--- config.mk ---
export PLATFORM = sky130hd
export DESIGN_NAME = digit_bbox_scanner_flat
export DESIGN_NICKNAME = d
export VERILOG_FILES = /design/src/rtl/digit_pkg.sv /design/src/rtl/digit_bbox_scanner_if.sv /design/src/rtl/row_or_reduce.sv /design/src/rtl/digit_bbox_scanner.sv /design/src/flat_wrapper.sv
export SDC_FILE = /design/constraint.sdc
export NUM_CORES = 1
export LEC_CHECK = 0
export CAP_MARGIN = 20
export CORE_ASPECT_RATIO = 0.6
export CORE_MARGIN = 5
export CORE_UTILIZATION = 48
export CTS_BUF_LIST = sky130_fd_sc_hd__clkbuf_4 sky130_fd_sc_hd__clkbuf_8 sky130_fd_sc_hd__clkbuf_16
export CTS_CLUSTER_DIAMETER = 50
export DETAILED_ROUTE_END_ITERATION = 10
export GPL_ROUTABILITY_DRIVEN = 0
export GPL_TIMING_DRIVEN = 1
export PLACE_DENSITY_LB_ADDON = 0.08
export RECOVER_POWER = 50
export SLEW_MARGIN = 30
export SYNTH_ARGS = -nofsm -noshare
export SYNTH_HDL_FRONTEND = slang
export SYNTH_SLANG_ARGS = --single-unit
--- constraint.sdc ---
create_clock -name clock -period 2.3 [get_ports clock]
set_input_delay 0.23 -clock clock [delete_from_list [all_inputs] [get_ports clock]]
set_output_delay 0.23 -clock clock [all_outputs]
set_load 0.02 [all_outputs]
--- src/rtl/digit_pkg.sv ---
// Shared definitions for the digit bounding-box scanner: default image size,
// result record and scanner state encoding.
package digit_pkg;

    localparam int IMG_WIDTH  = 28;
    localparam int IMG_HEIGHT = 28;

    // Index fields sized for the largest supported image (64 x 64).
    localparam int BBOX_IDX_W = 6;

    typedef struct packed {
        logic [BBOX_IDX_W-1:0] top;
        logic [BBOX_IDX_W-1:0] bottom;
        logic [BBOX_IDX_W-1:0] left;
        logic [BBOX_IDX_W-1:0] right;
        logic                  empty;
    } bbox_t;

    typedef enum logic [2:0] {
        S_IDLE,
        S_READ,
        S_DRAIN,
        S_COLSCAN,
        S_DONE
    } scan_state_t;

endpackage

--- src/rtl/digit_bbox_scanner_if.sv ---
// Start/Done handshake, frame-buffer row port and bounding-box result bundle.
interface digit_bbox_scanner_if
    import digit_pkg::*;
#(
    parameter int WIDTH  = IMG_WIDTH,
    parameter int HEIGHT = IMG_HEIGHT
);
    localparam int CW = $clog2(WIDTH);
    localparam int RW = $clog2(HEIGHT);

    logic             start;
    logic             abort;
    logic             row_rd;
    logic [RW-1:0]    row_addr;
    logic [WIDTH-1:0] row_data;
    logic             busy;
    logic             done;
    logic             empty;
    logic [RW-1:0]    top;
    logic [RW-1:0]    bottom;
    logic [CW-1:0]    left;
    logic [CW-1:0]    right;

    modport master (
        output start, abort, row_data,
        input  row_rd, row_addr, busy, done, empty, top, bottom, left, right
    );

    modport slave (
        input  start, abort, row_data,
        output row_rd, row_addr, busy, done, empty, top, bottom, left, right
    );

endinterface

--- src/rtl/row_or_reduce.sv ---
// Normalises a bitmap row so that 1 means ink, and flags whether the row has any ink.
module row_or_reduce #(
    parameter int               WIDTH       = 28,
    parameter logic [WIDTH-1:0] INVERT_MASK = '0
) (
    input  logic [WIDTH-1:0] row,
    output logic [WIDTH-1:0] pix,
    output logic             any
);

    assign pix = row ^ INVERT_MASK;
    assign any = |pix;

endmodule

--- src/rtl/digit_bbox_scanner.sv ---
// Row-serial bounding-box extractor for the binarized digit bitmap.
// Define BBOX_ACTIVE_LOW_PIXELS_EN when the frame buffer stores ink as 0.
module digit_bbox_scanner
    import digit_pkg::*;
#(
    parameter int WIDTH  = IMG_WIDTH,
    parameter int HEIGHT = IMG_HEIGHT
) (
    input  logic clock,
    input  logic reset_n,
    digit_bbox_scanner_if.slave bus
);

    localparam int CW = $clog2(WIDTH);
    localparam int RW = $clog2(HEIGHT);
    localparam logic [RW-1:0] LAST_ROW = RW'(HEIGHT - 1);
    localparam logic [CW-1:0] LAST_COL = CW'(WIDTH - 1);
`ifdef BBOX_ACTIVE_LOW_PIXELS_EN
    localparam logic [WIDTH-1:0] INV_MASK = '1;
`else
    localparam logic [WIDTH-1:0] INV_MASK = '0;
`endif

    scan_state_t      state, state_nxt;
    logic [RW-1:0]    row_cnt, row_idx;
    logic             row_pend;
    logic [CW-1:0]    col_cnt;
    logic [WIDTH-1:0] col_acc, pix;
    logic             row_any, row_found, col_found;
    logic [RW-1:0]    wk_top, wk_bottom, top_q, bottom_q;
    logic [CW-1:0]    wk_left, wk_right, left_q, right_q;
    logic [CW-1:0]    left_nxt, right_nxt;
    logic             empty_q, consume, col_hit, last_col, accept;

    row_or_reduce #(.WIDTH(WIDTH), .INVERT_MASK(INV_MASK)) u_reduce (
        .row (bus.row_data),
        .pix (pix),
        .any (row_any)
    );

    always_ff @(posedge clock or negedge reset_n) begin
        if (!reset_n) state <= S_IDLE;
        else          state <= state_nxt;
    end

    always_comb begin
        state_nxt = state;
        if (bus.abort) begin
            state_nxt = S_IDLE;
        end else begin
            case (state)
                S_IDLE:    if (bus.start) state_nxt = S_READ;
                S_READ:    if (row_cnt == LAST_ROW) state_nxt = S_DRAIN;
                S_DRAIN:   state_nxt = S_COLSCAN;
                S_COLSCAN: if (last_col) state_nxt = S_DONE;
                S_DONE:    state_nxt = S_IDLE;
                default:   state_nxt = S_IDLE;
            endcase
        end
    end

    always_comb begin
        bus.busy   = (state != S_IDLE);
        bus.done   = (state == S_DONE);
        bus.row_rd = (state == S_READ) && !bus.abort;
    end

    // Row data returns one cycle after its read strobe, so the index travels with it.
    assign accept    = (state == S_IDLE) && bus.start && !bus.abort;
    assign consume   = row_pend && ((state == S_READ) || (state == S_DRAIN));
    assign col_hit   = col_acc[col_cnt];
    assign last_col  = (col_cnt == LAST_COL);
    assign left_nxt  = (col_hit && !col_found) ? col_cnt : wk_left;
    assign right_nxt = col_hit ? col_cnt : wk_right;

    always_ff @(posedge clock or negedge reset_n) begin
        if (!reset_n) begin
            row_cnt   <= '0;
            row_idx   <= '0;
            row_pend  <= 1'b0;
            col_cnt   <= '0;
            col_acc   <= '0;
            row_found <= 1'b0;
            col_found <= 1'b0;
            wk_top    <= '0;
            wk_bottom <= '0;
            wk_left   <= '0;
            wk_right  <= '0;
            top_q     <= '0;
            bottom_q  <= '0;
            left_q    <= '0;
            right_q   <= '0;
            empty_q   <= 1'b1;
        end else begin
            row_pend <= bus.row_rd;
            row_idx  <= row_cnt;
            if (accept) begin
                row_cnt   <= '0;
                col_acc   <= '0;
                row_found <= 1'b0;
                col_found <= 1'b0;
                wk_top    <= '0;
                wk_bottom <= '0;
                wk_left   <= '0;
                wk_right  <= '0;
            end
            if ((state == S_READ) && (row_cnt != LAST_ROW)) row_cnt <= row_cnt + 1'b1;
            if (consume) begin
                col_acc <= col_acc | pix;
                if (row_any) begin
                    if (!row_found) wk_top <= row_idx;
                    row_found <= 1'b1;
                    wk_bottom <= row_idx;
                end
            end
            if (state == S_DRAIN) col_cnt <= '0;
            if (state == S_COLSCAN) begin
                if (!last_col) col_cnt <= col_cnt + 1'b1;
                if (col_hit) col_found <= 1'b1;
                wk_left  <= left_nxt;
                wk_right <= right_nxt;
                // Results are committed on entry to DONE so they are valid with the Done pulse.
                if (last_col && !bus.abort) begin
                    empty_q  <= !row_found;
                    top_q    <= row_found ? wk_top    : '0;
                    bottom_q <= row_found ? wk_bottom : '0;
                    left_q   <= row_found ? left_nxt  : '0;
                    right_q  <= row_found ? right_nxt : '0;
                end
            end
        end
    end

    assign bus.row_addr = row_cnt;
    assign bus.empty    = empty_q;
    assign bus.top      = top_q;
    assign bus.bottom   = bottom_q;
    assign bus.left     = left_q;
    assign bus.right    = right_q;

endmodule

--- src/flat_wrapper.sv ---
// flat-port wrapper written by rule: the top's interface ports become plain ports
module digit_bbox_scanner_flat import digit_pkg::*;
#(
    parameter int WIDTH  = IMG_WIDTH,
    parameter int HEIGHT = IMG_HEIGHT
)
  (clock, reset_n, bus_start, bus_abort, bus_row_data, bus_row_rd, bus_row_addr, bus_busy, bus_done, bus_empty, bus_top, bus_bottom, bus_left, bus_right);
  digit_bbox_scanner_if #(.WIDTH(WIDTH), .HEIGHT(HEIGHT)) bus_i ();
  input  logic clock;
  input  logic reset_n;
  input wire logic [$bits(bus_i.start)-1:0] bus_start;
  input wire logic [$bits(bus_i.abort)-1:0] bus_abort;
  input wire logic [$bits(bus_i.row_data)-1:0] bus_row_data;
  output wire logic [$bits(bus_i.row_rd)-1:0] bus_row_rd;
  output wire logic [$bits(bus_i.row_addr)-1:0] bus_row_addr;
  output wire logic [$bits(bus_i.busy)-1:0] bus_busy;
  output wire logic [$bits(bus_i.done)-1:0] bus_done;
  output wire logic [$bits(bus_i.empty)-1:0] bus_empty;
  output wire logic [$bits(bus_i.top)-1:0] bus_top;
  output wire logic [$bits(bus_i.bottom)-1:0] bus_bottom;
  output wire logic [$bits(bus_i.left)-1:0] bus_left;
  output wire logic [$bits(bus_i.right)-1:0] bus_right;
  assign bus_i.start = bus_start;
  assign bus_i.abort = bus_abort;
  assign bus_i.row_data = bus_row_data;
  assign bus_row_rd = bus_i.row_rd;
  assign bus_row_addr = bus_i.row_addr;
  assign bus_busy = bus_i.busy;
  assign bus_done = bus_i.done;
  assign bus_empty = bus_i.empty;
  assign bus_top = bus_i.top;
  assign bus_bottom = bus_i.bottom;
  assign bus_left = bus_i.left;
  assign bus_right = bus_i.right;
  digit_bbox_scanner #(.WIDTH(WIDTH), .HEIGHT(HEIGHT)) u_core (.clock(clock), .reset_n(reset_n), .bus(bus_i));
endmodule
Word level (Yosys, flattened, before mapping)

Index checks and enable logic that the tools add are counted.

Register bits after elaboration: 90
Bits in latches: 0
RAM bits: 0
Bits in read-only memories: 0
Input bits: 32
Output and inout port bits: 29
Logic and storage cells: 85
Memories: 0

Add/subtract/negate cells: 2
Multiply operators: 0
Div/mod/pow operators: 0
Order comparisons: 1
Equal/unequal tests: 10
Shift operators: 0
Mux-type cells: 35
Bitwise gates (word level): 1
Reductions and logical operators: 19

Operators with widths:

| cell                  | number |
|---|---|
| $mux W5               | 20 |
| $mux W28              | 2 |
| $or A28 B28 Y28       | 1 |
| $reduce_or A28 Y1     | 1 |
| $mux W3               | 4 |
| $pmux W3 S4           | 1 |
| $add A5 B1 Y5 const B | 2 |
| $eq A5 B5 Y1 const B  | 2 |
| $logic_and A1 B1 Y1   | 7 |
| $mux W1               | 7 |
| $eq A3 B2 Y1 const B  | 2 |
| $lt A5 B6 Y1 const B  | 1 |
| $ne A3 B2 Y1 const B  | 2 |
| $reduce_bool A2 Y1    | 3 |
| $bmux W1 S5           | 1 |
| $ne A5 B5 Y1 const B  | 1 |
| $eq A3 B1 Y1 const B  | 1 |
| $eq A3 B3 Y1 const B  | 1 |
| $logic_not A1 Y1      | 3 |
| $logic_not A3 Y1      | 1 |
| $ne A3 B3 Y1 const B  | 1 |
| $reduce_and A3 Y1     | 1 |
| $reduce_bool A3 Y1    | 1 |
| $reduce_and A2 Y1     | 1 |
| $logic_or A1 B1 Y1    | 1 |

Depth between registers and ports, before layout

Gate-level depths: netlist of run 1.

Word-level depth: 7
Mapped depth: 9
Mapped depth without buffers: 7

Modules after synthesis

Synthesis of run 1 repeated with hierarchy kept, for this count alone.

Cells, all modules: 397
Area, all modules: 4171.5 µm²

By module, submodules not included:

| module             | times used | cells an instance | area each (µm²) | seq. area each (µm²) |
|---|---|---|---|---|
| digit_bbox_scanner | 1          | 360               | 3902.5          | 2253.4 |
| row_or_reduce      | 1          | 37                | 269.0           | 0.0 |

Least setup slack after synthesis of run 1

Ideal clock, no wire load.

Path type: flip-flop to flip-flop
Start point: reg u_core.col_cnt[0]
End point: reg u_core.wk_left[0]
Library setup time: 121 ps
Arrival time: 2035 ps
Data required time: 2179 ps
Path slack: 144 ps
Stages on the path, launching flop included: 7
Buffers on the path: 1
Period minus slack after synthesis: 2156 ps
Cell sequence: dfrtp_1 buf_6 mux4_2 a32o_2 a211oi_4 nor2_4 a32o_2

Longest elaborated chain between the ends: 5

Ends and longest elaborated chain:

| item                          | RTL line                  | source |
|---|---|---|
| from (decl)                   | digit_bbox_scanner.sv:27  | `logic [CW-1:0] col_cnt;` |
| from (signal assigned)        | digit_bbox_scanner.sv:118 | `if (!last_col) col_cnt <= col_cnt + 1'b1;` |
| $bmux W1 S5                   | digit_bbox_scanner.sv:71  | `assign col_hit = col_acc[col_cnt];` |
| $mux W1 (not written as such) | digit_bbox_scanner.sv:71  |  |
| $logic_and A1 B1 Y1           | digit_bbox_scanner.sv:73  | `assign left_nxt = (col_hit && !col_found) ? col_cnt : wk_left;` |
| $mux W5 (*)                   | digit_bbox_scanner.sv:73  |  |
| $mux W5 (*)                   | digit_bbox_scanner.sv:117 | `if (state == S_COLSCAN) begin` |
| to (signal assigned)          | digit_bbox_scanner.sv:120 | `wk_left <= left_nxt;` |
| to (decl)                     | digit_bbox_scanner.sv:31  | `logic [CW-1:0] wk_left, wk_right, left_q, right_q;` |

Every way passes the cells marked *; elsewhere a longest branch is shown, timed or not. The select of a mux whose other input is x is not followed.
A chain may end at the register's enable or synchronous reset.

Worst setup path in the final report of run 1

Start point: reg u_core.col_cnt[1]
End point: reg u_core.right_q[1], in the netlist u_core.bus.right[1]

Longest elaborated chain between the ends: 4
Elaborated cells on any way between the ends: 7
Classes of those cells: eq/ne (1); mux (4); reduce/logical (2)

Ends and longest elaborated chain:

| item                          | RTL line                  | source |
|---|---|---|
| $bmux W1 S5                   | digit_bbox_scanner.sv:71  |  |
| $mux W1 (not written as such) | digit_bbox_scanner.sv:71  |  |
| $mux W5                       | digit_bbox_scanner.sv:74  | `assign right_nxt = col_hit ? col_cnt : wk_right;` |
| $mux W5                       | digit_bbox_scanner.sv:128 | `right_q <= row_found ? right_nxt : '0;` |
| to (signal assigned)          | digit_bbox_scanner.sv:128 |  |
| to (decl)                     | digit_bbox_scanner.sv:31  |  |

Parallel ways exist; a longest one is shown, timed or not. The select of a mux whose other input is x is not followed.

==> results of run 1 <==
[per-layer routing]
layer  part of all wire [%]  routed length (µm)  vias to the layer above  track usage (%)
li1                       -                   -                     1461                -
met4                    1.0                  97                        0             5.78
met3                    6.7                 638                        8             5.65
met1                     53                5080                     1510             32.8
met5                      0                   0                        -                0
met2                     39                3740                       93             26.6
[flip-flops by register name (all words and copies together) (netlist names)]
register	count
u_core.bus.left	5
u_core.col_acc	28
u_core.wk_top	5
u_core.col_found	1
u_core.row_found	1
u_core.bus.row_addr	5
u_core.wk_bottom	5
u_core.bus.right	5
u_core.bus.top	5
u_core.bus.bottom	5
u_core.state	3
u_core.col_cnt	5
u_core.row_idx	5
u_core.wk_right	5
u_core.row_pend	1
u_core.bus.empty	1
u_core.wk_left	5
[cell usage in the layout (no fill, tap or decap), types with 2 or more instances in the layout]
master / instances
o21ai_1: 3
mux2_2: 2
clkbuf_2: 2
or3_1: 3
ha_1: 2
xnor2_1: 2
a21oi_1: 6
inv_1: 11
mux4_2: 2
clkbuf_8: 2
dfrtp_1: 87
o21ai_0: 27
nand2_1: 64
dlygate4sd3_1: 5
a22o_1: 34
clkbuf_16: 9
nor3_2: 2
nor3_1: 4
clkbuf_1: 2
a32o_2: 5
a21o_1: 2
nor2_1: 14
mux2i_1: 9
clkinvlp_4: 2
nand3_1: 25
clkdlybuf4s50_1: 54
dfrtp_2: 2
mux4_1: 2
and2_1: 4
nor4_1: 7
buf_4: 14
nor2b_1: 3
o31a_1: 2
[cells by family after synthesis]
| kind of cell | Yosys count |
|---|---|
| flops | 90 |
| xor+xnor | 2 |
| fa+ha+maj | 2 |
| mux | 15 |
| compound gates | 92 |
| simple gates | 132 |
| buf+inv | 34 |
[worst max-delay path by stage]
stage | start | cells after the start | end
global route | u_core.col_cnt[0] | 7 | u_core.bus.right[1]
detailed placement | u_core.col_cnt[0] | 6 | u_core.bus.right[1]
floorplan | u_core.col_cnt[0] | 6 | u_core.wk_left[0]
CTS | u_core.state[0] | 4 | bus_row_rd
global placement | bus_row_data[3] | 7 | u_core.wk_top[3]
finish | u_core.col_cnt[1] | 7 | u_core.bus.right[1]
[area by class of cell]
cell class,count,area [µm²]
fill,673,2900
sequential,90,2260
multi-input combinational,243,1560
timing repair buffer,80,742
clock buffer,12,260
tap,108,135
clock inverter,4,50.0
inverter,11,41.3
[power by group]
group / internal, mW / switching, mW / total (mW)
registers: 1.86 / 0.295 / 2.15
clock network: 0.911 / 0.592 / 1.50
logic: 0.609 / 0.649 / 1.26
total: 3.38 / 1.54 / 4.91
[repair_timing]
| action | CTS | global route |
|---|---|---|
| endpoints found under the hold margin | 42 | 0 |
| gates resized for setup | 0 | 9 |
| hold buffers | 1 | 0 |
| endpoints found under the setup margin | 0 | 23 |
[through the flow]
step	setup slack [ps]	area, µm²
3_3_place_gp	123	4720
6_report	151	5050
5_1_grt	16.1	5050
4_1_cts	17.8	5040
2_1_floorplan	144	3940
3_5_place_dp	72.4	4720
[tightest hold or removal path: stages (launching register included)]
cell,delay (ps)
dfrtp_1,330
nand2_1,50
nand2_1,50
==> run_results.csv, run 1 <==
group,metric,value,unit
drt,vias,3072,
die,die_area,0.0102,mm²
setup_path,cp.required,2520,ps
setup_path,cp.arrival,2370,ps
global_routing,grt_usage,20.5,%
final_layout,nets,469,
worst_hold_path,min_path_cells,2,
sta,final-hold-violation-count,0,
sta,worst_pin_slew,1120,ps
sta,finalCritPeriodShare,93.4,%
pwr,p_leak,2.33,nW
synth,synthTopCellsByArea,"dfrtp_1 (57%), a22o_1 (7.6%), nand2_1 (6.1%)",
clock_tree,cts_buffers,9,
sta,relSlewSlack,25.2,%
drt,drt-pass1-iter-count,4,
synth,synth_compound_area_share,17.5,%
synth,synth_adder_area_share,0.635,%
clock_tree,root_buffer,"clkbuf_16",
sta,fin_hold_ws,457,ps
flow_run,max_cap_violations,0,
synth,synth.most_common_cell,"dfrtp_1",
drt,drt_iter0_drc,318,
setup_path,cp_top_family,"compound AO/OA/AOI/OAI gates",
sta,fin_skew,5.50,ps
synth,ys_seq_area_share,57.2,%
synth,synth_xor_xnor_area_share,0.444,%
setup_path,path_cells,"buf_4 -> mux4_2 -> a32o_2 -> a211oi_4 -> buf_6 -> mux2i_1 -> o21ai_1",
synth,yosys_warnings,0,
worst_hold_path,hold_class,"flip-flop to flip-flop",
drt,routedWlPerCell,17.4,µm
setup_path,max_stage_delay,440,ps
synth,synth-simple-area-share,15.2,%
clock_tree,cts_max_level,3,
synth,synth_area,0.00394,mm²
global_routing,antenna_found_initial,0,
clock_tree,clockBufferDepth,2,
sta,rsz0062_at_grt,"false",
drt,routed_wl,9550,µm
drt,ant_nets,0,
final_layout,syn2layout_area_growth,28.1,%
synth,synth_common_cells,"dfrtp_1 (89), nand2_1 (64), a22o_1 (34)",
global_routing,grt_max_degree,46,
synth,synthCells,367,
placed_design,hpwl,6900,µm
die,pin_count,61,
die,die_x,127,µm
synth,synth-edff-count,0,
drt,post_drt_via_cell_ratio,5.61,
sta,fin_crit,2150,ps
clock_tree,clk_latency,340,ps
final_layout,final_cells,548,
synth,synthArstFlopShare,100,%
worst_hold_path,hold_end,"u_core.bus.bottom[0]",
setup_path,cp_slowest_cell,"dfrtp_1",
setup_path,critPathCaptureType,"flip-flop",
global_routing,grt_pass1_vias,3033,
global_routing,grt_remaining_overflow,0,
die,rows,25,
drt,drcViolationCount,0,
synth,synth_cell_types,46,
run_status,status,"finished, final reports clean",
pwr,power.density,973,mW/mm²
sta,setup_viol,0,
synth,synth_top_family_by_area,"compound AO/OA/AOI/OAI gates",
setup_path,r2r-start,"u_core.col_cnt[1]",
synth,synth_mux_area_share,5.33,%
sta,fmax,465,MHz
worst_hold_path,holdCritStartpoint,"u_core.bus.bottom[0]",
setup_path,path_class,"flip-flop to flip-flop",
final_layout,diodes,0,
die,start_util,49.6,%
sta,finalMaxSlewViolations,0,
placed_design,portBuffers,60,
placed_design,place_inst,531,
die,die_y,80.2,µm
synth,synth_area_leader_cell,"dfrtp_1",
setup_path,worst_setup_path_start_kind,"flip-flop",
synth,yosysTopAreaCellShare,56.5,%
setup_path,ff2ff_setup_slack,150,ps
clock_tree,post_cts_buffers,0,
global_routing,grt_pass1_wl,16200,µm
pwr,p_total,4.91,mW
clock_tree,path_clk_slew,60,ps
sta,tns,0,ps
pwr,peakVddDrop,546,µV
final_layout,utilization,63.5,%
setup_path,reg2reg_to,"u_core.bus.right[1]",
die,core_area,0.00795,mm²
setup_path,crit_fanout,10,
synth,synth-main-ff-cell,"dfrtp_1",
synth,syn_nets,401,
synth,syn_avg_cell_area,10.7,µm²
clock_tree,cts_sinks,90,
synth,synth-seq-cells,90,
setup_path,worst-path-buf-inv,2,
clock_tree,cts_tree,"yes",
final_layout,drive_above_1_share,12.3,%
setup_path,reg2reg_depth,7,
(Power assumes the default switching activity.)
==> inputs of run 2 (changes only) <==
==> constraint.sdc (replaced) <==
create_clock -name clock -period 2.3 [get_ports clock]
set_input_delay 0.23 -clock clock [delete_from_list [all_inputs] [get_ports clock]]
set_output_delay 0.23 -clock clock [all_outputs]
set_load 0.005 [all_outputs]
==> run 2 against run 1 <==
Largest power group unchanged. Critical path depth fell by 1. Fmax fell by 3.6%. Flip-flop and latch count did not move.
==> run_results.csv, run 2 (synthesized netlist as in run 1, its figures left out) <==
group,metric,value,unit
run_status,status,"finished, final reports clean",
pwr,power.density,957,mW/mm²
final_layout,largest_reg_flops,28,
pwr,power_frac_comb,25.0,%
drt,routedWlPerCell,17.0,µm
final_layout,diodes,0,
placed_design,portBuffers,60,
global_routing,grt_max_degree,50,
setup_path,critPathCaptureType,"flip-flop",
final_layout,final_cell_mix,"dfrtp_1 (88), nand2_1 (64), clkdlybuf4s50_1 (54), a22o_1 (34), o21ai_0 (27)",
global_routing,grt_pass1_wl,16400,µm
sta,finalCritPeriodShare,96.9,%
die,die_area,0.0102,mm²
final_layout,syn2layout_area_growth,28.2,%
final_layout,final_common_cell,"dfrtp_1",
sta,rsz0062_at_grt,"true",
worst_hold_path,hold_class,"flip-flop to flip-flop",
final_layout,regMostFlops,"u_core.col_acc",
final_layout,n_fill_cell,657,
sta,fin_crit,2230,ps
setup_path,worst_setup_path_start_kind,"flip-flop",
setup_path,cp.arrival,2450,ps
global_routing,grt_pass1_vias,3035,
setup_path,path_class,"flip-flop to flip-flop",
die,die_x,127,µm
pwr,switchingPower,1.45,mW
sta,relSlewSlack,20.1,%
global_routing,grt_usage,20.4,%
setup_path,r2r-start,"u_core.col_cnt[0]",
final_layout,fin_area,0.00505,mm²
clock_tree,cts_tree,"yes",
placed_design,hpwl,6740,µm
drt,ant_nets,0,
die,core_area,0.00795,mm²
drt,routed_wl,9310,µm
global_routing,antenna_found_initial,0,
pwr,seq_power_share,44.3,%
pwr,switching_share,30.1,%
die,rows,25,
placed_design,place_area,0.00472,mm²
clock_tree,cts_buffers,9,
clock_tree,path_clk_slew,60,ps
drt,post_drt_via_cell_ratio,5.56,
final_layout,utilization,63.6,%
sta,fmax,449,MHz
final_layout,nets,469,
pwr,peakVddDrop,488,µV
clock_tree,clk_latency,330,ps
setup_path,cp.required,2520,ps
drt,drcViolationCount,0,
pwr,p_leak,2.32,nW
die,die_y,80.2,µm
clock_tree,cts_sinks,90,
clock_tree,clockBufferDepth,2,
flow_run,max_cap_violations,0,
sta,worst_pin_slew,1200,ps
sta,fin_skew,5.72,ps
global_routing,grt_remaining_overflow,0,
drt,drt-pass1-iter-count,4,
final_layout,drive_above_1_share,11.8,%
pwr,power.share.clock,30.7,%
pwr,p_total,4.84,mW
sta,final-hold-violation-count,0,
clock_tree,root_buffer,"clkbuf_16",
setup_path,crit_fanout,6,
setup_path,startpoint,"u_core.col_cnt[0]",
worst_hold_path,holdCritStartpoint,"u_core.bus.bottom[3]",
sta,finalMaxSlewViolations,0,
pwr,internal_power,3.38,mW
die,pin_count,61,
sta,tns,0,ps
die,start_util,49.6,%
drt,vias,3049,
sta,fin_hold_ws,461,ps
drt,drt_iter0_drc,251,
clock_tree,cts_max_level,3,
sta,setup_viol,0,
[run 2: cell count changes in the layout (fill, tap and decap cells not counted), sizes merged]
| cell | delta |
|---|---|
| buf | +3 |
| clkbuf | -3 |
| dlygate4sd3 | +1 |
| dlymetal6s2s | -1 |
[run 2: critical path, stage by stage (launching register included)]
cell and delay, ps:
dfrtp_2 440, mux4_1 570, a21o_1 230, a211oi_4 360, buf_4 210, mux2i_1 210
o21ai_1 90
[run 2: cell type report]
cell class / count / area, µm² / area share [%]
Clock buffer: 12 / 260 / 5.15
Multi-Input combinational cell: 243 / 1550 / 30.7
Sequential cell: 90 / 2250 / 44.6
Tap cell: 108 / 135 / 2.68
Timing Repair Buffer: 80 / 761 / 15.1
Inverter: 11 / 41.3 / 0.817
Clock inverter: 4 / 50.0 / 0.991
[run 2: timing repair]
action | in CTS | in global routing
hold buffers | 1 | 0
endpoints found under the hold margin | 47 | 0
resized for setup | 0 | 3
buffers inserted | 0 | 1
endpoints found under the setup margin | 0 | 25
[run 2: final timing paths]
kind / endpoint / slack (ps) / cells past startpoint
max in group asynchronous: u_core.col_cnt[0] / 820 / 3
worst max-delay path: u_core.bus.right[3] / 70 / 6
worst min-delay path: u_core.bus.bottom[3] / 460 / 2
worst max register to register: u_core.bus.right[3] / 70 / 6
min in group asynchronous: u_core.col_acc[8] / 670 / 2
worst min register to register: u_core.bus.bottom[3] / 460 / 2
[run 2: power by group through the flow]
stage | clock, mW | combinational, mW | sequential (mW)
CTS | 1.52 | 1.20 | 2.14
floorplan | 0 | 0.833 | 2.02
global placement | 0 | 1.17 | 2.15
detailed placement | 0 | 1.19 | 2.16
finish | 1.48 | 1.21 | 2.14
global route | 1.60 | 1.34 | 2.19
[run 2: routing by layer]
layer	part of all wire (%)	wire [µm]	global-route usage, %	vias up
met1	55	5130	33.0	1501
met4	0.97	90	4.82	0
li1	-	-	-	1458
met2	39	3630	26.6	83
met5	0	0	0	-
met3	5.0	466	5.65	7
[run 2: stage by stage]
stage          setup WS [ps]  std cells
2_1_floorplan            144        367
3_3_place_gp             124        530
3_5_place_dp            28.4        530
4_1_cts                 3.27        547
5_1_grt                -25.1        548
6_report                72.2        548
==> patch 1, RTL diff (config.mk and constraints of run 2) <==
The option `BBOX_ACTIVE_LOW_PIXELS_EN` is turned on by a define.
--- a/src/rtl/digit_bbox_scanner.sv
+++ b/src/rtl/digit_bbox_scanner.sv
@@ -1,4 +1,6 @@
 // Row-serial bounding-box extractor for the binarized digit bitmap.
 // Define BBOX_ACTIVE_LOW_PIXELS_EN when the frame buffer stores ink as 0.
+`define BBOX_ACTIVE_LOW_PIXELS_EN
+
 module digit_bbox_scanner
     import digit_pkg::*;
Behaviour: same outputs for any inputs over 10 cycles, from zero or initial values and one cycle with reset_n low; that may be too few to reach the edited logic, so the function may still have changed.
==> patch 1 against run 2 <==
  * Worst setup slack improved by 0.030 ns
  * Synthesized area rose by 1.2%
  * Power fell by 4.6%
  * Maximum frequency rose by 1.4%
  * Global-route usage rose by 0.25 points
  * Clock skew barely moved
  * Sequential cell count did not move
  * Final area fell by 1.5%
  * Via count rose by 1.7%
  * Routed wire length rose by 0.89%
  * Synthesized cell count rose by 7.4%
  * Critical endpoint is now u_core.wk_right[3]$_DFFE_PN0P_
  * Largest power group unchanged
==> patch 1: results (changes against run 2) <==
Largest net degree at the start of global routing -> 53 (+6.0%)
Number of distinct library cells after synthesis -> 50 (+8.7%)
DR vias -> 3102 (+1.7%)
Post-placement cell area -> 0.00470 mm^2 (-0.50%)
Routed length on met3 -> 520 um (+12%)
Avg WL per Cell -> 16.5 um (-2.7%)
WL met1 -> 4.95 mm (-3.4%)
Nets -> 491 (+4.7%)
Hold path cells -> 0 (-2)
First-pass GRT wire length -> 16.6 mm (+1.6%)
Final worst slack -> 0.102 ns (+0.0299 ns)
Worst rel slew slack -> 34.9% (+15 points)
Register area share after synthesis -> 56.5% (-0.66 points)
Placed insts -> 553 (+4.3%)
Hold Startpoint -> u_core.bus.row_addr[1]$_DFFE_PN0P_
Crit-path max cell delay -> 0.42 ns (-0.15 ns)
Met1 Use GR -> 31.7% (-1.3 points)
FF-to-FF path depth -> 8 (+2)
Synth area leaders -> dfrtp_1, nand2_1, o21ai_0
Vias in the first global route -> 3231 (+6.5%)
Global-route met2 utilization -> 29.4% (+2.8 points)
Gr usage total -> 20.7% (+0.25 points)
Synth top cells by count -> nand2_1, dfrtp_1, o21ai_0, nand3_1, clkbuf_1
Final Non-Filler Cells -> 568 (+3.6%)
Slowest stage cell, crit path -> dfrtp_2
Drt initial violations -> 289 (+15%)
Fillers -> 669 (+1.8%)
Detailed placement HPWL -> 6.82 mm (+1.2%)
Met2 WL -> 3.87 mm (+6.7%)
Max VDD drop -> 0.561 mV (+15%)
Clock skew -> 0.00548 ns (-0.000236 ns)
Critical path's top delay family -> compound AO/OA/AOI/OAI gates
Met3 GRT Util -> 6.05% (+0.40 points)
Mapped Nets -> 428 (+6.7%)
Status -> finished, final reports clean
CP endpoint -> u_core.wk_right[3]$_DFFE_PN0P_
## patch 1: cell count changes in the layout (fill, tap and decap cells not counted), sizes merged, moves of 5 or more
cell / run 2 / this run
nand3: 25 / 19
nand4: 1 / 7
o21ai: 31 / 58
nand2: 64 / 100
inv: 11 / 6
a22o: 34 / 6
nor4: 7 / 1
buf: 19 / 14
## patch 1: report_power, final
group	internal, uW	total, uW	switching [uW]
Combinational	546	1120	577
Clock	757	1320	568
Sequential	1860	2170	305
Total	3170	4620	1450
## patch 1: logic make-up (layout without fill, tap and decap cells)
group                    count (synthesis)  count (layout)  share of synthesized area [%]
AND/OR/NAND/NOR                        163             163                           18.2
AO/OA/AOI/OAI                           93              93                           14.9
flip-flops                              90              90                           56.5
buffers and inverters                   29              95                           4.05
multiplexers                            15              15                           5.27
adder cells (fa/ha/maj)                  2               2                          0.627
XOR/XNOR                                 2               2                          0.439
## patch 1: layout make-up
cell class                      count  area, um^2  share of cell area, %
Clock buffer                       11         246                   4.95
Clock inverter                      3        17.5                  0.352
Inverter                            6        22.5                  0.453
Multi-Input combinational cell    275        1570                   31.6
Sequential cell                    90        2260                   45.3
Tap cell                          108         135                   2.72
Timing Repair Buffer               75         723                   14.5
## patch 1: per-stage QoR
stage / setup TNS [ns] / hold WS, ns
after global routing: -0.00485 / 0.488
after global placement: 0 / 0.233
final: 0 / 0.464
after detailed placement: 0 / 0.235
after CTS: 0 / 0.418
after floorplan: 0 / -0.0656
## patch 1: timing repair
item | in CTS | in global routing
hold buffers | 1 | 0
hold endpoints to repair | 38 | 0
buffers inserted | 0 | 0
endpoints found under the setup margin | 0 | 11
gates resized for setup | 0 | 3
==> patch 2, RTL diff (config.mk and constraints of run 2) <==
Made on the original files. Reset style: synchronous (`reset_n`), changed in 2 clocked blocks.
--- a/src/rtl/digit_bbox_scanner.sv
+++ b/src/rtl/digit_bbox_scanner.sv
@@ -39,5 +39,5 @@
     );
 
-    always_ff @(posedge clock or negedge reset_n) begin
+    always_ff @(posedge clock) begin
         if (!reset_n) state <= S_IDLE;
         else          state <= state_nxt;
@@ -74,5 +74,5 @@
     assign right_nxt = col_hit ? col_cnt : wk_right;
 
-    always_ff @(posedge clock or negedge reset_n) begin
+    always_ff @(posedge clock) begin
         if (!reset_n) begin
             row_cnt   <= '0;
Formal check against the unedited RTL: differs if reset_n is asserted again (counterexample within 4 cycles, from zero or initial values and one cycle with reset_n low); with reset_n held inactive, the same outputs for 10 cycles.
==> patch 2 against run 2 <==
  * Worst setup slack improved by 0.022 ns
  * Synthesized area increased by 0.57%
  * Sequential cell count unchanged
  * Largest cell class is now multi-input gates
  * Global-route usage decreased by 0.51 points
  * Routed wire length increased by 5.2%
  * Final area decreased by 0.40%
  * Final cell count increased by 11%
  * Highest routed layer unchanged
  * Maximum frequency increased by 1.0%
Power is not compared: it rests on default switching activity, and its combinational part moved more than twofold at a synthesized area within 25%.
==> patch 2: results (changes against run 2) <==
Drt via density -> 5.46 (-1.8%)
Worst Path Arrival -> 2.46 ns
P_leak -> 0.00178 uW
Placement Setup Slack -> 0.140 ns (+0.112 ns)
Synth area leaders -> dfxtp_1, a22oi_1, nor2b_1
Detailed placement HPWL -> 7.21 mm (+7.0%)
Register area share after synthesis -> 45.5% (-12 points)
Mapped Nets -> 473 (+18%)
Max reg flops -> 28 (unchanged)
Fraction of layout cells with a size suffix above 1 -> 9.64% (-2.2 points)
Buffers on Ports -> 60 (unchanged)
Share of async-settable or async-resettable flops after synthesis -> 0% (-100 points)
Synth top cells by count -> dfxtp_1, nand2_1, nor2b_1, a22oi_1, clkbuf_1
Avg WL per Cell -> 16.2 um (-4.8%)
Initial antenna violation count -> 0 (unchanged)
Maximum clock insertion buffer count -> 2 (unchanged)
Gr usage total -> 19.9% (-0.51 points)
Num CTS Buffers -> 9 (unchanged)
Vias in the first global route -> 3169 (+4.4%)
Clock skew -> 0.00500 ns (-0.000717 ns)
Max VDD drop -> 0.370 mV
Clock transition at path regs -> 0.06 ns (about the same)
Worst min-delay path category -> input port to register
Nets -> 527 (+12%)
Status -> finished, final reports clean
Clk_lat worst skew -> 0.34 ns
Drt pass-1 iters -> 5 (+1)
Largest net degree at the start of global routing -> 31 (-38%)
Most used DFF post-synth -> dfxtp_1
Number of distinct library cells after synthesis -> 49 (+6.5%)
Antenna-violating nets left -> 0 (unchanged)
Drt initial violations -> 276 (+10%)
Synth warn -> 0 (unchanged)
Top reg by flops -> u_core.col_acc
Root Driver -> clkbuf_16
Final Setup Violations -> 0 (unchanged)
First-pass GRT wire length -> 16.2 mm (-0.97%)
Crit Path Max Fanout -> 15 (+9)
Worst rel slew slack -> 31.1% (+11 points)
Diode count -> 0 (unchanged)
CTS H-Tree Depth -> 3 (unchanged)
-- patch 2: cell types whose count changed after synthesis, moves of 6 or more --
cell,run 2,this run
o22ai_1,1,9
dfrtp_1,89,0
o21ai_0,27,15
nand2_1,64,57
a21boi_0,1,21
clkbuf_1,18,26
nor2b_1,3,37
and3_1,0,6
a22o_1,34,2
buf_2,2,8
a22oi_1,1,32
dfxtp_1,0,90
-- patch 2: worst max-delay path, cell delays in order (launching register included) --
cell and delay (ns):
dfxtp_1 0.40, buf_12 0.18, mux4_2 0.53, nand2b_1 0.22
a41oi_4 0.27, a31o_4 0.25, nand2_2 0.09, o22ai_1 0.19
-- patch 2: final timing paths --
path / startpoint / to / slack [ns] / cells after the start
setup / recovery: u_core.col_cnt[0]$_SDFF_PN0_ / u_core.wk_left[3]$_SDFFE_PN0P_ / 0.09 / 7
hold / removal: reset_n / u_core.wk_bottom[3]$_SDFF_PN0_ / 0.43 / 2
setup reg to reg: u_core.col_cnt[0]$_SDFF_PN0_ / u_core.wk_left[3]$_SDFFE_PN0P_ / 0.09 / 7
hold reg to reg: u_core.bus.left[3]$_SDFFE_PN0P_ / u_core.bus.left[3]$_SDFFE_PN0P_ / 0.43 / 2
-- patch 2: layout make-up --
cell class	count	area, um^2
sequential	90	1800
clock inverter	2	35.0
clock buffer	14	275
multi-input combinational	307	2030
tap	108	135
fill	716	2910
inverter	7	26.3
timing repair buffer	78	731
-- patch 2: through the flow --
stage / area, um^2 / instances / utilization [%]
2_1_floorplan: 3960 / 439 / -
3_3_place_gp: 4700 / 590 / 59.2
3_5_place_dp: 4700 / 590 / 59.2
4_1_cts: 5010 / 606 / 63.1
5_1_grt: 5030 / 606 / 63.3
6_report: 5030 / 606 / 63.3
-- patch 2: metal layers --
metal	GRT usage [%]	vias up	routed length (um)
li1	-	1664	-
met1	29.5	1559	5120
met2	28.4	79	4050
met3	5.38	9	524
met4	5.14	0	104
met5	0	-	0
-- patch 2: what timing repair did --
item	in CTS	in global routing
setup endpoints to repair	0	17
setup buffers	0	0
gates resized for setup	0	7
-- patch 2: report_power, final --
group | internal (uW) | leakage (uW) | switching, uW
combinational | 89.8 | 0.000895 | 86.1
clock | 936 | 0.000157 | 566
sequential | 1560 | 0.000725 | 5.21
total | 2590 | 0.00178 | 657
-- patch 2: logic make-up (layout without fill, tap and decap cells) --
group / Yosys count / count (layout) / share of synthesized area (%)
AOI/OAI and AO/OA: 101 / 101 / 18.7
xor gates and xnor gates: 1 / 1 / 0.221
adders and majority gates: 2 / 2 / 0.631
buffers and inverters: 42 / 101 / 4.26
DFF: 90 / 90 / 45.5
muxes: 17 / 17 / 6.09
and+or+nand+nor: 186 / 186 / 24.7
